`config.mk`:
```
export PLATFORM = sky130hd
export DESIGN_NAME = uart_rx_deser_flat
export DESIGN_NICKNAME = d
export VERILOG_FILES = /design/src/rtl/uart_pkg.sv /design/src/rtl/uart_rx_deser_if.sv /design/src/rtl/uart_rx_sampler.sv /design/src/rtl/uart_rx_deser.sv /design/src/flat_wrapper.sv
export SDC_FILE = /design/constraint.sdc
export NUM_CORES = 1
export LEC_CHECK = 0
export CORE_MARGIN = 8
export CORE_UTILIZATION = 25
export DETAILED_ROUTE_END_ITERATION = 16
export SLEW_MARGIN = 25
export SYNTH_ARGS = -nofsm -noshare
export SYNTH_HDL_FRONTEND = slang
export SYNTH_SLANG_ARGS = --single-unit
```
`constraint.sdc`:
```
create_clock -name clk -period 2.9 [get_ports clk]
set_clock_uncertainty 0.15 [all_clocks]
set_input_delay 0.58 -clock clk [delete_from_list [all_inputs] [get_ports clk]]
set_output_delay 0.58 -clock clk [all_outputs]
set_load 0.005 [all_outputs]
```
`src/rtl/uart_pkg.sv`:
```
// Shared types and constants for the UART receive path.
package uart_pkg;

  localparam int DATA_W = 8;

  localparam logic PAR_EVEN = 1'b0;
  localparam logic PAR_ODD  = 1'b1;

  typedef enum logic [2:0] {
    IDLE   = 3'd0,
    START  = 3'd1,
    DATA   = 3'd2,
    PARITY = 3'd3,
    STOP   = 3'd4
  } rx_state_e;

  function automatic logic majority3(input logic a, input logic b, input logic c);
    return (a & b) | (a & c) | (b & c);
  endfunction

endpackage

```
`src/rtl/uart_rx_deser_if.sv`:
```
// Serial line, frame configuration and received-frame results of the UART receiver.
interface uart_rx_deser_if;
  import uart_pkg::*;

  logic              RX_IN;
  logic              PAR_EN;
  logic              PAR_TYP;
  logic [DATA_W-1:0] P_DATA_OUT;
  logic              PAR_OUT;
  logic              RX_DONE;
  logic              PAR_ERR;
  logic              STP_ERR;
  logic              RX_BUSY;

  modport slave (
    input  RX_IN, PAR_EN, PAR_TYP,
    output P_DATA_OUT, PAR_OUT, RX_DONE, PAR_ERR, STP_ERR, RX_BUSY
  );

  modport master (
    output RX_IN, PAR_EN, PAR_TYP,
    input  P_DATA_OUT, PAR_OUT, RX_DONE, PAR_ERR, STP_ERR, RX_BUSY
  );

endinterface

```
`src/rtl/uart_rx_sampler.sv`:
```
// Line synchroniser, per-bit oversampling counter and 3-sample majority vote.
// bit_tick_o/bit_val_o are registered, so they appear one cycle after the last sample slot of a bit.
module uart_rx_sampler
  import uart_pkg::*;
#(
  parameter int OVERSAMPLE = 8
) (
  input  logic clk,
  input  logic reset,
  input  logic rx_i,
  input  logic run_i,
  output logic rx_s_o,
  output logic bit_tick_o,
  output logic bit_val_o
);

  localparam int CW = $clog2(OVERSAMPLE);
  localparam logic [CW-1:0] CNT_LAST = CW'(OVERSAMPLE - 1);
  localparam logic [CW-1:0] CNT_S0   = CW'(OVERSAMPLE / 2 - 1);
  localparam logic [CW-1:0] CNT_S1   = CW'(OVERSAMPLE / 2);
  localparam logic [CW-1:0] CNT_S2   = CW'(OVERSAMPLE / 2 + 1);

  logic [1:0]    sync_q;
  logic [CW-1:0] edge_cnt_q, edge_cnt_d;
  logic          s0_q, s1_q, maj_q, maj_d;
  logic          tick_q, val_q;
  logic          rx_s;

  assign rx_s = sync_q[1];

  always_comb begin
    edge_cnt_d = '0;
    if (run_i && edge_cnt_q != CNT_LAST) edge_cnt_d = edge_cnt_q + 1'b1;
    // the third sample may land on the tick slot when OVERSAMPLE is 4
    maj_d = maj_q;
    if (edge_cnt_q == CNT_S2) maj_d = majority3(s0_q, s1_q, rx_s);
  end

  always_ff @(posedge clk) begin
    if (!reset) begin
      sync_q     <= 2'b11;
      edge_cnt_q <= '0;
      s0_q       <= 1'b1;
      s1_q       <= 1'b1;
      maj_q      <= 1'b1;
      tick_q     <= 1'b0;
      val_q      <= 1'b0;
    end else begin
      sync_q     <= {sync_q[0], rx_i};
      edge_cnt_q <= edge_cnt_d;
      if (edge_cnt_q == CNT_S0) s0_q <= rx_s;
      if (edge_cnt_q == CNT_S1) s1_q <= rx_s;
      maj_q      <= maj_d;
      tick_q     <= (edge_cnt_q == CNT_LAST);
      val_q      <= maj_d;
    end
  end

  assign rx_s_o     = rx_s;
  assign bit_tick_o = tick_q;
  assign bit_val_o  = val_q;

endmodule

```
`src/rtl/uart_rx_deser.sv`:
```
// Oversampling UART receiver: frame FSM, data shift register, parity check and result registers.
//   state  | meaning
//   IDLE   | line idle, waiting for rx_s low
//   START  | start bit; a high majority is a glitch
//   DATA   | shifting DATA_W bits in, LSB first
//   PARITY | capturing and checking the parity bit
//   STOP   | stop bit; publishes the frame result
module uart_rx_deser
  import uart_pkg::*;
#(
  parameter int OVERSAMPLE = 8
) (
  input  logic            clk,
  input  logic            reset,
  uart_rx_deser_if.slave  rx_if
);

  localparam int BCW = $clog2(DATA_W);
  localparam logic [BCW-1:0] BIT_LAST = BCW'(DATA_W - 1);

  rx_state_e         state_q, state_d;
  logic [BCW-1:0]    bit_cnt_q, bit_cnt_d;
  logic [DATA_W-1:0] shift_q, shift_d;
  logic              par_en_q, par_en_d, par_typ_q, par_typ_d;
  logic              par_rx_q, par_rx_d, perr_q, perr_d;
  logic [DATA_W-1:0] data_out_q, data_out_d;
  logic              par_out_q, par_out_d;
  logic              done_q, done_d, par_err_q, par_err_d, stp_err_q, stp_err_d;
  logic              rx_s, bit_tick, bit_val, run, begin_frame;

  assign run = (state_d != IDLE);

  uart_rx_sampler #(.OVERSAMPLE(OVERSAMPLE)) u_sampler (
    .clk        (clk),
    .reset      (reset),
    .rx_i       (rx_if.RX_IN),
    .run_i      (run),
    .rx_s_o     (rx_s),
    .bit_tick_o (bit_tick),
    .bit_val_o  (bit_val)
  );

  always_comb begin
    state_d     = state_q;
    bit_cnt_d   = bit_cnt_q;
    shift_d     = shift_q;
    par_en_d    = par_en_q;
    par_typ_d   = par_typ_q;
    par_rx_d    = par_rx_q;
    perr_d      = perr_q;
    data_out_d  = data_out_q;
    par_out_d   = par_out_q;
    done_d      = 1'b0;
    par_err_d   = 1'b0;
    stp_err_d   = 1'b0;
    begin_frame = 1'b0;

    case (state_q)
      IDLE: begin
        if (!rx_s) begin_frame = 1'b1;
      end
      START: begin
        if (bit_tick) state_d = bit_val ? IDLE : DATA;
      end
      DATA: begin
        if (bit_tick) begin
          shift_d = {bit_val, shift_q[DATA_W-1:1]};
          if (bit_cnt_q == BIT_LAST) begin
            bit_cnt_d = '0;
            state_d   = par_en_q ? PARITY : STOP;
          end else begin
            bit_cnt_d = bit_cnt_q + 1'b1;
          end
        end
      end
      PARITY: begin
        if (bit_tick) begin
          par_rx_d = bit_val;
          perr_d   = bit_val != ((^shift_q) ^ (par_typ_q == PAR_ODD));
          state_d  = STOP;
        end
      end
      STOP: begin
        if (bit_tick) begin
          if (bit_val && !perr_q) begin
            data_out_d = shift_q;
            par_out_d  = par_en_q & par_rx_q;
            done_d     = 1'b1;
          end
          par_err_d = perr_q;
          stp_err_d = !bit_val;
          // the tick cycle is already edge_cnt 0 of the next bit slot, so a low line starts a frame here
          if (!rx_s) begin_frame = 1'b1;
          else       state_d = IDLE;
        end
      end
      default: state_d = IDLE;
    endcase

    if (begin_frame) begin
      state_d   = START;
      par_en_d  = rx_if.PAR_EN;
      par_typ_d = rx_if.PAR_TYP;
      bit_cnt_d = '0;
      par_rx_d  = 1'b0;
      perr_d    = 1'b0;
    end
  end

  always_ff @(posedge clk) begin
    if (!reset) begin
      state_q    <= IDLE;
      bit_cnt_q  <= '0;
      shift_q    <= '0;
      par_en_q   <= 1'b0;
      par_typ_q  <= 1'b0;
      par_rx_q   <= 1'b0;
      perr_q     <= 1'b0;
      data_out_q <= '0;
      par_out_q  <= 1'b0;
      done_q     <= 1'b0;
      par_err_q  <= 1'b0;
      stp_err_q  <= 1'b0;
    end else begin
      state_q    <= state_d;
      bit_cnt_q  <= bit_cnt_d;
      shift_q    <= shift_d;
      par_en_q   <= par_en_d;
      par_typ_q  <= par_typ_d;
      par_rx_q   <= par_rx_d;
      perr_q     <= perr_d;
      data_out_q <= data_out_d;
      par_out_q  <= par_out_d;
      done_q     <= done_d;
      par_err_q  <= par_err_d;
      stp_err_q  <= stp_err_d;
    end
  end

  assign rx_if.P_DATA_OUT = data_out_q;
  assign rx_if.PAR_OUT    = par_out_q;
  assign rx_if.RX_DONE    = done_q;
  assign rx_if.PAR_ERR    = par_err_q;
  assign rx_if.STP_ERR    = stp_err_q;
  assign rx_if.RX_BUSY    = (state_q != IDLE);

endmodule

```
`src/flat_wrapper.sv`:
```
// flat-port wrapper written by rule: the top's interface ports become plain ports
module uart_rx_deser_flat import uart_pkg::*;
#(
  parameter int OVERSAMPLE = 8
)
  (clk, reset, rx_if_RX_IN, rx_if_PAR_EN, rx_if_PAR_TYP, rx_if_P_DATA_OUT, rx_if_PAR_OUT, rx_if_RX_DONE, rx_if_PAR_ERR, rx_if_STP_ERR, rx_if_RX_BUSY);
  uart_rx_deser_if rx_if_i ();
  input  logic clk;
  input  logic reset;
  input wire logic [$bits(rx_if_i.RX_IN)-1:0] rx_if_RX_IN;
  input wire logic [$bits(rx_if_i.PAR_EN)-1:0] rx_if_PAR_EN;
  input wire logic [$bits(rx_if_i.PAR_TYP)-1:0] rx_if_PAR_TYP;
  output wire logic [$bits(rx_if_i.P_DATA_OUT)-1:0] rx_if_P_DATA_OUT;
  output wire logic [$bits(rx_if_i.PAR_OUT)-1:0] rx_if_PAR_OUT;
  output wire logic [$bits(rx_if_i.RX_DONE)-1:0] rx_if_RX_DONE;
  output wire logic [$bits(rx_if_i.PAR_ERR)-1:0] rx_if_PAR_ERR;
  output wire logic [$bits(rx_if_i.STP_ERR)-1:0] rx_if_STP_ERR;
  output wire logic [$bits(rx_if_i.RX_BUSY)-1:0] rx_if_RX_BUSY;
  assign rx_if_i.RX_IN = rx_if_RX_IN;
  assign rx_if_i.PAR_EN = rx_if_PAR_EN;
  assign rx_if_i.PAR_TYP = rx_if_PAR_TYP;
  assign rx_if_P_DATA_OUT = rx_if_i.P_DATA_OUT;
  assign rx_if_PAR_OUT = rx_if_i.PAR_OUT;
  assign rx_if_RX_DONE = rx_if_i.RX_DONE;
  assign rx_if_PAR_ERR = rx_if_i.PAR_ERR;
  assign rx_if_STP_ERR = rx_if_i.STP_ERR;
  assign rx_if_RX_BUSY = rx_if_i.RX_BUSY;
  uart_rx_deser #(.OVERSAMPLE(OVERSAMPLE)) u_core (.clk(clk), .reset(reset), .rx_if(rx_if_i));
endmodule
```
# Word level (Yosys, flattened, before mapping)
# Index checks and enable logic that the tools add are counted.
classes:
  mux: 16
  addsub: 2
  bitwise_logic: 8
  eq_ne: 11
  n_reduce_logical: 14
op_table:
  columns: ["op", "n"]
  rows:
  - ["$mux 3", 9]
  - ["$eq 3x3->1 const B", 5]
  - ["$pmux 3 s5", 1]
  - ["$eq 3x2->1 const B", 3]
  - ["$reduce_xor 8->1", 1]
  - ["$add 3x1->3 const B", 2]
  - ["$reduce_and 2->1", 3]
  - ["$reduce_and 3->1", 2]
  - ["$reduce_bool 3->1", 2]
  - ["$and 1x1->1", 4]
  - ["$mux 1", 4]
  - ["$eq 3x1->1 const B", 1]
  - ["$logic_not 3->1", 1]
  - ["$ne 3x3->1 const B", 1]
  - ["$logic_and 1x1->1", 2]
  - ["$logic_not 1->1", 2]
  - ["$mux 2", 1]
  - ["$or 1x1->1", 2]
  - ["$pmux 1 s2", 1]
  - ["$reduce_or 2->1", 1]
  - ["$ne 1x1->1", 1]
  - ["$not 1->1", 1]
  - ["$xor 1x1->1", 1]
totals:
  regBits: 40
  wordCells: 70
  inputBits: 5

# Depth between registers and ports, before layout
# Gate-level depths: netlist of the first run.
logic_depth:
  depth_word: 8
  depth_mapped: 6

# Cells and area by module
# From an unflattened synthesis of the first run, not the netlist that was laid out.
hier_totals:
  hier_cells: 173
  hier_area_um2: 1681.6
modules_own_cells:
  columns: ["module", "area_each_um2", "n_inst", "cells_per_inst"]
  rows:
  - ["uart_rx_deser", 1300.0, 1, 136]
  - ["uart_rx_sampler", 381.6, 1, 37]

# Worst setup path before layout of the first run
# Ideal clock, no wire load.
synth_path:
  path_type: "reg2reg"
  start: "register u_core.bit_cnt_q[0]"
  end: "register u_core.state_q[1]"
  path_buffers: 0
  stages_incl_launch_ff: 7
  setup_time_ps: 116
  t_required_ps: 2634
  slack_ps: 1371
  t_arrival_ps: 1264
  path_cell_list: "dfxtp_1 -> ha_1 -> ha_1 -> nor2b_1 -> o21ai_0 -> mux2_2 -> and3_1"
synth_via:
  elab_chain_len: 5
synth_lines:
  columns: ["element", "line", "text"]
  rows:
  - ["from (decl)", "uart_rx_deser.sv:22", "logic [BCW-1:0] bit_cnt_q, bit_cnt_d;"]
  - ["from (signal assigned)", "uart_rx_deser.sv:126", "bit_cnt_q <= bit_cnt_d;"]
  - ["$eq 3x3->1", "uart_rx_deser.sv:68", "if (bit_cnt_q == BIT_LAST) begin"]
  - ["$mux 3", "uart_rx_deser.sv:68", null]
  - ["$mux 3", "uart_rx_deser.sv:66", "if (bit_tick) begin"]
  - ["$pmux 3 s5", "uart_rx_deser.sv:58", "case (state_q)"]
  - ["$mux 3", "uart_rx_deser.sv:100", "if (begin_frame) begin"]
  - ["to (signal assigned)", "uart_rx_deser.sv:125", "state_q <= state_d;"]
  - ["to (decl)", "uart_rx_deser.sv:21", "rx_state_e state_q, state_d;"]
# No other way between the ends.
# A chain may end at the register's enable or synchronous reset.

# Worst setup path after layout of the first run
layout_path:
  start: "register u_core.state_q[2]"
  end: "output rx_if_RX_BUSY"
layout_via:
  elab_chain_len: 1
layout_lines:
  columns: ["element", "line", "text"]
  rows:
  - ["$reduce_bool 3->1", "uart_rx_deser.sv:145", "assign rx_if.RX_BUSY = (state_q != IDLE);"]
  - ["to (decl)", "flat_wrapper.sv:18", "output wire logic [$bits(rx_if_i.RX_BUSY)-1:0] rx_if_RX_BUSY;"]
# No other way between the ends.

==> results.sh, run 1 <==
export IMPL_clock_root_buffer="clkbuf_8"
export IMPL_fin_crit_ps=2220
export IMPL_port_buffers=17
export IMPL_maxSlewHeadroom=0.629
export IMPL_end_kind="output pin"
export IMPL_numCtsBuffers=5
export IMPL_total_power_w=0.000942
export IMPL_power_leakage_nw=0.812
export IMPL_hold_buffers=0
export IMPL_drv_slew=0
export IMPL_grt_max_degree=29
export IMPL_drtPass1Iterations=4
export IMPL_track_usage=0.0729
export IMPL_tns_ps=0
export IMPL_crit_chain="inv_1 > nand2_1 > clkdlybuf4s50_1"
export IMPL_critPathMaxFanout=9
export IMPL_p_sw_w=0.000204
export IMPL_worstSkewPairLatency_ps=290
export IMPL_path_class="reg -> out"
export IMPL_post_cts_resized=0
export IMPL_final_nets=206
export IMPL_yosysWarnings=0
export IMPL_globalRouteOverflowTotal=0
export IMPL_diodes=0
export IMPL_max_freq_mhz=451
export IMPL_dr_total_vias=1205
export IMPL_hold_viol=0
export IMPL_crit_arrival_ps=1490
export IMPL_ir_drop_v=0.000161
export IMPL_dp_hpwl_um=2270
export IMPL_p_per_area_nw_per_um2=463
export IMPL_gp_congestion=0.769
export IMPL_io_pins=18
export IMPL_drive_gt1_frac=0.0670
export IMPL_cts_buffer_depth=2
export IMPL_seq_area_um2=801
export IMPL_antenna_found_initial=0
export IMPL_synth_top_area_share=0.469
export IMPL_antenna_left=0
export IMPL_first_iter_violations=49
export IMPL_synth_largest_area_cell="dfxtp_1"
export IMPL_p_sw_frac=0.217
export IMPL_syn_avg_cell_area_um2=9.70
export IMPL_pwr_share_clk=0.364
export IMPL_fin_crit_sh=0.765
export IMPL_slowest_stage="clkdlybuf4s50_1"
export IMPL_clock_sinks=40
export IMPL_slowest_delay_ps=510
export IMPL_synth_edff_count=0
export IMPL_rsz0062_at_grt="false"
export IMPL_die_area_um2=9730
export IMPL_htreeDepth=2
export IMPL_viasPerCell=4.40
export IMPL_hp_class="reg -> reg"
export IMPL_coreArea_um2=6720
export IMPL_wire_per_inst_um=11.9
export IMPL_critPathLaunchType="flip-flop"
export IMPL_first_global_vias=1204
export IMPL_clkTransAtPathRegs_ps=70
export IMPL_cap_violations=0
export IMPL_netlist_top_cells_area="dfxtp_1, mux2i_1, nand2_1, ha_1, nor2b_1"
export IMPL_syn_nets=188
export IMPL_setup_violations=0
export IMPL_cpLargestDelayFamily="buffers and inverters"
export IMPL_syn_instance_count=176
export IMPL_tightest_slew_ps=553
export IMPL_internal_power_w=0.000737
export IMPL_outcome="finished, final reports clean"
export IMPL_combPwrFrac=0.041
export IMPL_syn_to_final_growth_pct=19.2
export IMPL_post_route_drc_count=0
export IMPL_power_frac_seq=0.594
export IMPL_synth_cell_types=35
export IMPL_routed_wl_um=3250
export IMPL_worstPathRequired_ps=2170
export IMPL_tritoncts="done"
export IMPL_cp_num_buf_inv=2
export IMPL_async_reset_ff_frac=0
export IMPL_fp_dieH_um=98.7
export IMPL_grt_pass1_wl_um=5680
export IMPL_start_util=0.254
export IMPL_ys_ff_latch=40
export IMPL_synth_main_ff_cell="dfxtp_1"
export IMPL_synth_seq_area_share=0.469
export IMPL_chipWidth_um=98.7
export IMPL_fill_cells=680
export IMPL_floorplan_rows=30
export IMPL_multiInputGateArea_um2=846
export IMPL_netlist_area_um2=1710
export IMPL_cts_setup_buffers=0
routing by layer:
metal	up-vias	global-route usage	wire (um)
li1	629	-	-
met1	549	0.0808	1450
met2	22	0.116	1550
met3	5	0.0247	172
met4	0	0.0496	79
met5	-	0	0
cell usage in the layout, fill, tap and decap left out:
cell type         n
clkinv_2          1
a21oi_1           4
o21bai_1          1
nand2_1          29
o311a_1           1
nor3_1            5
o21ai_0           2
inv_1             7
clkdlybuf4s50_1  17
a221oi_1          1
o21ai_2           1
a31o_2            1
nand3_1           2
nand2b_1          3
nor2b_1          14
o2111a_1          1
nand4_1           2
and3b_1           1
a21boi_0          8
and3_1            2
and4bb_1          1
clkbuf_1          1
and2_1            1
maj3_1            1
mux2_2            1
mux2i_1          13
buf_4             2
nor2_2            1
nor2_1            5
nand4bb_1         1
ha_1              7
xnor2_1           7
a32oi_1           2
clkbuf_8          5
xnor3_1           1
nand4b_1          1
nor3b_2           1
dfxtp_1          40
path summary, 6_finish.rpt:
path | startpoint | endpoint | slack, ps | depth (start not counted)
setup / recovery | u_core.state_q[2]$_SDFF_PN0_ | rx_if_RX_BUSY | 680 | 3
hold / removal | u_core.u_sampler.sync_q[0]$_SDFF_PN1_ | u_core.u_sampler.sync_q[1]$_SDFF_PN1_ | 260 | 1
setup reg to reg | u_core.u_sampler.bit_tick_o$_SDFF_PN0_ | u_core.u_sampler.edge_cnt_q[2]$_SDFF_PN0_ | 970 | 4
hold reg to reg | u_core.u_sampler.sync_q[0]$_SDFF_PN1_ | u_core.u_sampler.sync_q[1]$_SDFF_PN1_ | 260 | 1
power groups by stage:
stage	sequential (W)	combinational, W	clock, W
global route	0.000560	0.0000432	0.000380
CTS	0.000560	0.0000399	0.000353
global placement	0.000572	0.0000394	0
floorplan	0.000570	0.0000254	0
finish	0.000560	0.0000390	0.000343
detailed placement	0.000572	0.0000395	0
state kept, by name, summed over array words and instances, names as in the netlist:
| name | count |
|---|---|
| u_core.par_rx_q | 1 |
| u_core.rx_if.PAR_ERR | 1 |
| u_core.state_q | 3 |
| u_core.rx_if.RX_DONE | 1 |
| u_core.u_sampler.bit_val_o | 1 |
| u_core.rx_if.PAR_OUT | 1 |
| u_core.u_sampler.edge_cnt_q | 3 |
| u_core.rx_if.P_DATA_OUT | 8 |
| u_core.u_sampler.bit_tick_o | 1 |
| u_core.u_sampler.s1_q | 1 |
| u_core.par_typ_q | 1 |
| u_core.perr_q | 1 |
| u_core.par_en_q | 1 |
| u_core.u_sampler.s0_q | 1 |
| u_core.u_sampler.maj_q | 1 |
| u_core.bit_cnt_q | 3 |
| u_core.u_sampler.sync_q | 2 |
| u_core.shift_q | 8 |
| u_core.rx_if.STP_ERR | 1 |
metrics by stage:
stage	hold WS (ps)	worst slack, ps	utilization	area (um2)	cells
floorplan	236	1370	-	1710	176
global placement	239	936	0.291	1960	267
detailed placement	246	905	0.291	1960	267
CTS	265	680	0.303	2040	274
global route	273	601	0.303	2040	274
finish	263	682	0.303	2040	274
cell type report:
| class | count | share of cell area |
|---|---|---|
| multi-input combinational | 121 | 0.415 |
| sequential | 40 | 0.393 |
| timing repair buffer | 19 | 0.0910 |
| tap | 80 | 0.0492 |
| clock buffer | 6 | 0.0356 |
| inverter | 7 | 0.0129 |
| clock inverter | 1 | 0.00246 |
worst reg2reg max path: cells and delay by family (launching register included):
kind / cells / cell delay (ps)
DFF: 1 / 540
AOI/OAI and AO/OA: 2 / 420
and+or+nand+nor: 2 / 740
logic make-up (layout without fill, tap and decap cells):
group / Yosys count / after routing / synth area share
flops: 40 / 40 / 0.469
fa+ha+maj: 8 / 8 / 0.0571
xor+xnor: 8 / 8 / 0.0491
compound gates: 22 / 22 / 0.0952
buf+inv: 15 / 33 / 0.0359
mux: 14 / 14 / 0.0828
simple gates: 69 / 69 / 0.211
Yosys cell counts (2+ instances only):
library cell,instances
nand4_1,2
nand2b_1,3
nor2_1,5
a21boi_0,8
nand3_1,2
inv_1,7
a32oi_1,2
mux2i_1,13
nor3_1,5
buf_2,4
clkbuf_1,4
o21ai_0,2
xnor2_1,7
dfxtp_1,40
nor2b_1,14
a21oi_1,4
nand2_1,29
ha_1,7
and3_1,2
(Power assumes the default switching activity.)
==> run 2, diff against run 1 <==
Clock period 2.9 ns to 2.1 ns, I/O delays scaled along.
==> run 2 against run 1 <==
Compared with the run above:
- combinational power rose by 39%
- sequential cell count stayed put
- clock power rose by 85%
- worst hold slack got worse by 2.2 ps
- die area did not move
- routed wire length is 1.8% lower
- register-to-register slack worse by 610 ps
- sequential power up 38%
- power up 55%
- global-route usage fell by 0.24 points
- design area grew 3.4%
==> results.sh, run 2 (synthesized netlist as in run 1, its figures left out) <==
export IMPL_outcome="finished, final reports clean"
export IMPL_numCtsBuffers=5
export IMPL_p_per_area_nw_per_um2=695
export IMPL_power_leakage_nw=0.846
export IMPL_critPathMaxFanout=9
export IMPL_path_class="reg -> out"
export IMPL_critPathLaunchType="flip-flop"
export IMPL_grt_max_degree=19
export IMPL_io_pins=18
export IMPL_dp_hpwl_um=2300
export IMPL_gp_congestion=0.773
export IMPL_cts_buffer_depth=2
export IMPL_tritoncts="done"
export IMPL_first_global_vias=1242
export IMPL_post_route_drc_count=0
export IMPL_syn_to_final_growth_pct=23.2
export IMPL_port_buffers=17
export IMPL_fill_cells=687
export IMPL_layout_common_cells="dfxtp_1, nand2_1, clkdlybuf4s50_1"
export IMPL_fp_dieH_um=98.7
export IMPL_worstSkewPairLatency_ps=290
export IMPL_wire_per_inst_um=11.5
export IMPL_crit_arrival_ps=1470
export IMPL_htreeDepth=2
export IMPL_first_iter_violations=94
export IMPL_rsz0062_at_grt="false"
export IMPL_layout_setup_ws_ps=60.2
export IMPL_fin_crit_ps=2040
export IMPL_hp_class="reg -> reg"
export IMPL_dr_total_vias=1220
export IMPL_tns_ps=0
export IMPL_clkTransAtPathRegs_ps=80
export IMPL_layout_commonest_cell="dfxtp_1"
export IMPL_setup_violations=0
export IMPL_tightest_slew_ps=361
export IMPL_place_ws_ps=313
export IMPL_ir_drop_v=0.000183
export IMPL_busiest_layer="met2"
export IMPL_final_nets=210
export IMPL_multiInputGateArea_um2=846
export IMPL_fin_area_um2=2100
export IMPL_end_kind="output pin"
export IMPL_seq_area_um2=802
export IMPL_hold_viol=0
export IMPL_die_area_um2=9730
export IMPL_post_route_util=0.313
export IMPL_worstPathRequired_ps=1530
export IMPL_floorplan_rows=30
export IMPL_clock_sinks=40
export IMPL_drv_slew=0
export IMPL_grt_pass1_wl_um=5540
export IMPL_coreArea_um2=6720
export IMPL_clock_root_buffer="clkbuf_8"
export IMPL_track_usage=0.0705
export IMPL_cap_violations=0
export IMPL_drive_gt1_frac=0.101
export IMPL_placed_cell_area_um2=1990
export IMPL_antenna_found_initial=0
export IMPL_globalRouteOverflowTotal=0
export IMPL_routed_wl_um=3200
export IMPL_fin_crit_sh=0.971
export IMPL_maxSlewHeadroom=0.759
export IMPL_viasPerCell=4.37
export IMPL_start_util=0.254
export IMPL_max_freq_mhz=490
export IMPL_met3_usage=0.0233
export IMPL_chipWidth_um=98.7
export IMPL_drtPass1Iterations=4
export IMPL_cts_setup_buffers=0
export IMPL_grtUsageMet2=0.114
export IMPL_grt_util_met1=0.0799
export IMPL_diodes=0
export IMPL_antenna_left=0
run 2: cell count changes in the layout (fill, tap and decap cells not counted):
cell | previous run | this run
buf_4 | 2 | 6
clkinv_2 | 1 | 0
clkbuf_1 | 1 | 0
clkinvlp_4 | 0 | 1
dfxtp_1 | 40 | 39
dfxtp_2 | 0 | 1
inv_6 | 0 | 1
bufinv_16 | 0 | 1
run 2: cell type report:
class,count,share of cell area
Timing Repair Buffer,23,0.102
Inverter,7,0.0125
Clock buffer,5,0.0327
Tap cell,80,0.0476
Multi-Input combinational cell,121,0.402
Clock inverter,3,0.0220
Sequential cell,40,0.381
run 2: path summary, 6_finish.rpt:
path	end	slack (ps)	from	depth (start not counted)
setup / recovery	rx_if_RX_BUSY	60	u_core.state_q[0]$_SDFF_PN0_	3
hold / removal	u_core.u_sampler.sync_q[1]$_SDFF_PN1_	260	u_core.u_sampler.sync_q[0]$_SDFF_PN1_	1
setup reg to reg	u_core.state_q[1]$_SDFF_PN0_	360	u_core.bit_cnt_q[0]$_SDFFE_PP0P_	6
hold reg to reg	u_core.u_sampler.sync_q[1]$_SDFF_PN1_	260	u_core.u_sampler.sync_q[0]$_SDFF_PN1_	1
run 2: stage by stage:
stage / power (W) / hold slack (ps) / instances
after detailed placement: 0.000846 / 245 / 271
after floorplan: 0.000823 / 236 / 176
after CTS: 0.00148 / 264 / 279
after global routing: 0.00153 / 270 / 279
after global placement: 0.000846 / 242 / 271
final: 0.00146 / 261 / 279
run 2: layer usage:
| layer | vias up | share of wire |
|---|---|---|
| met5 | - | 0 |
| met4 | 0 | 0.025 |
| met3 | 6 | 0.038 |
| met2 | 21 | 0.46 |
| met1 | 560 | 0.47 |
| li1 | 633 | - |
run 2: where the power goes:
part           internal, W  switching [W]  leakage [nW]
Sequential        0.000764     0.00000845         0.324
Combinational    0.0000292      0.0000253         0.467
Clock             0.000358       0.000278        0.0548
Total              0.00115       0.000312         0.846
run 2: timing repair:
action                     CTS  global route
hold buffers                 0             0
setup endpoints to repair    0             1
resized for setup            0             1
run 2: worst max-delay path, cell delays in order (launching register included):
cell	delay, ps
dfxtp_1	490
nor2_2	110
nand2_1	80
clkdlybuf4s50_1	510
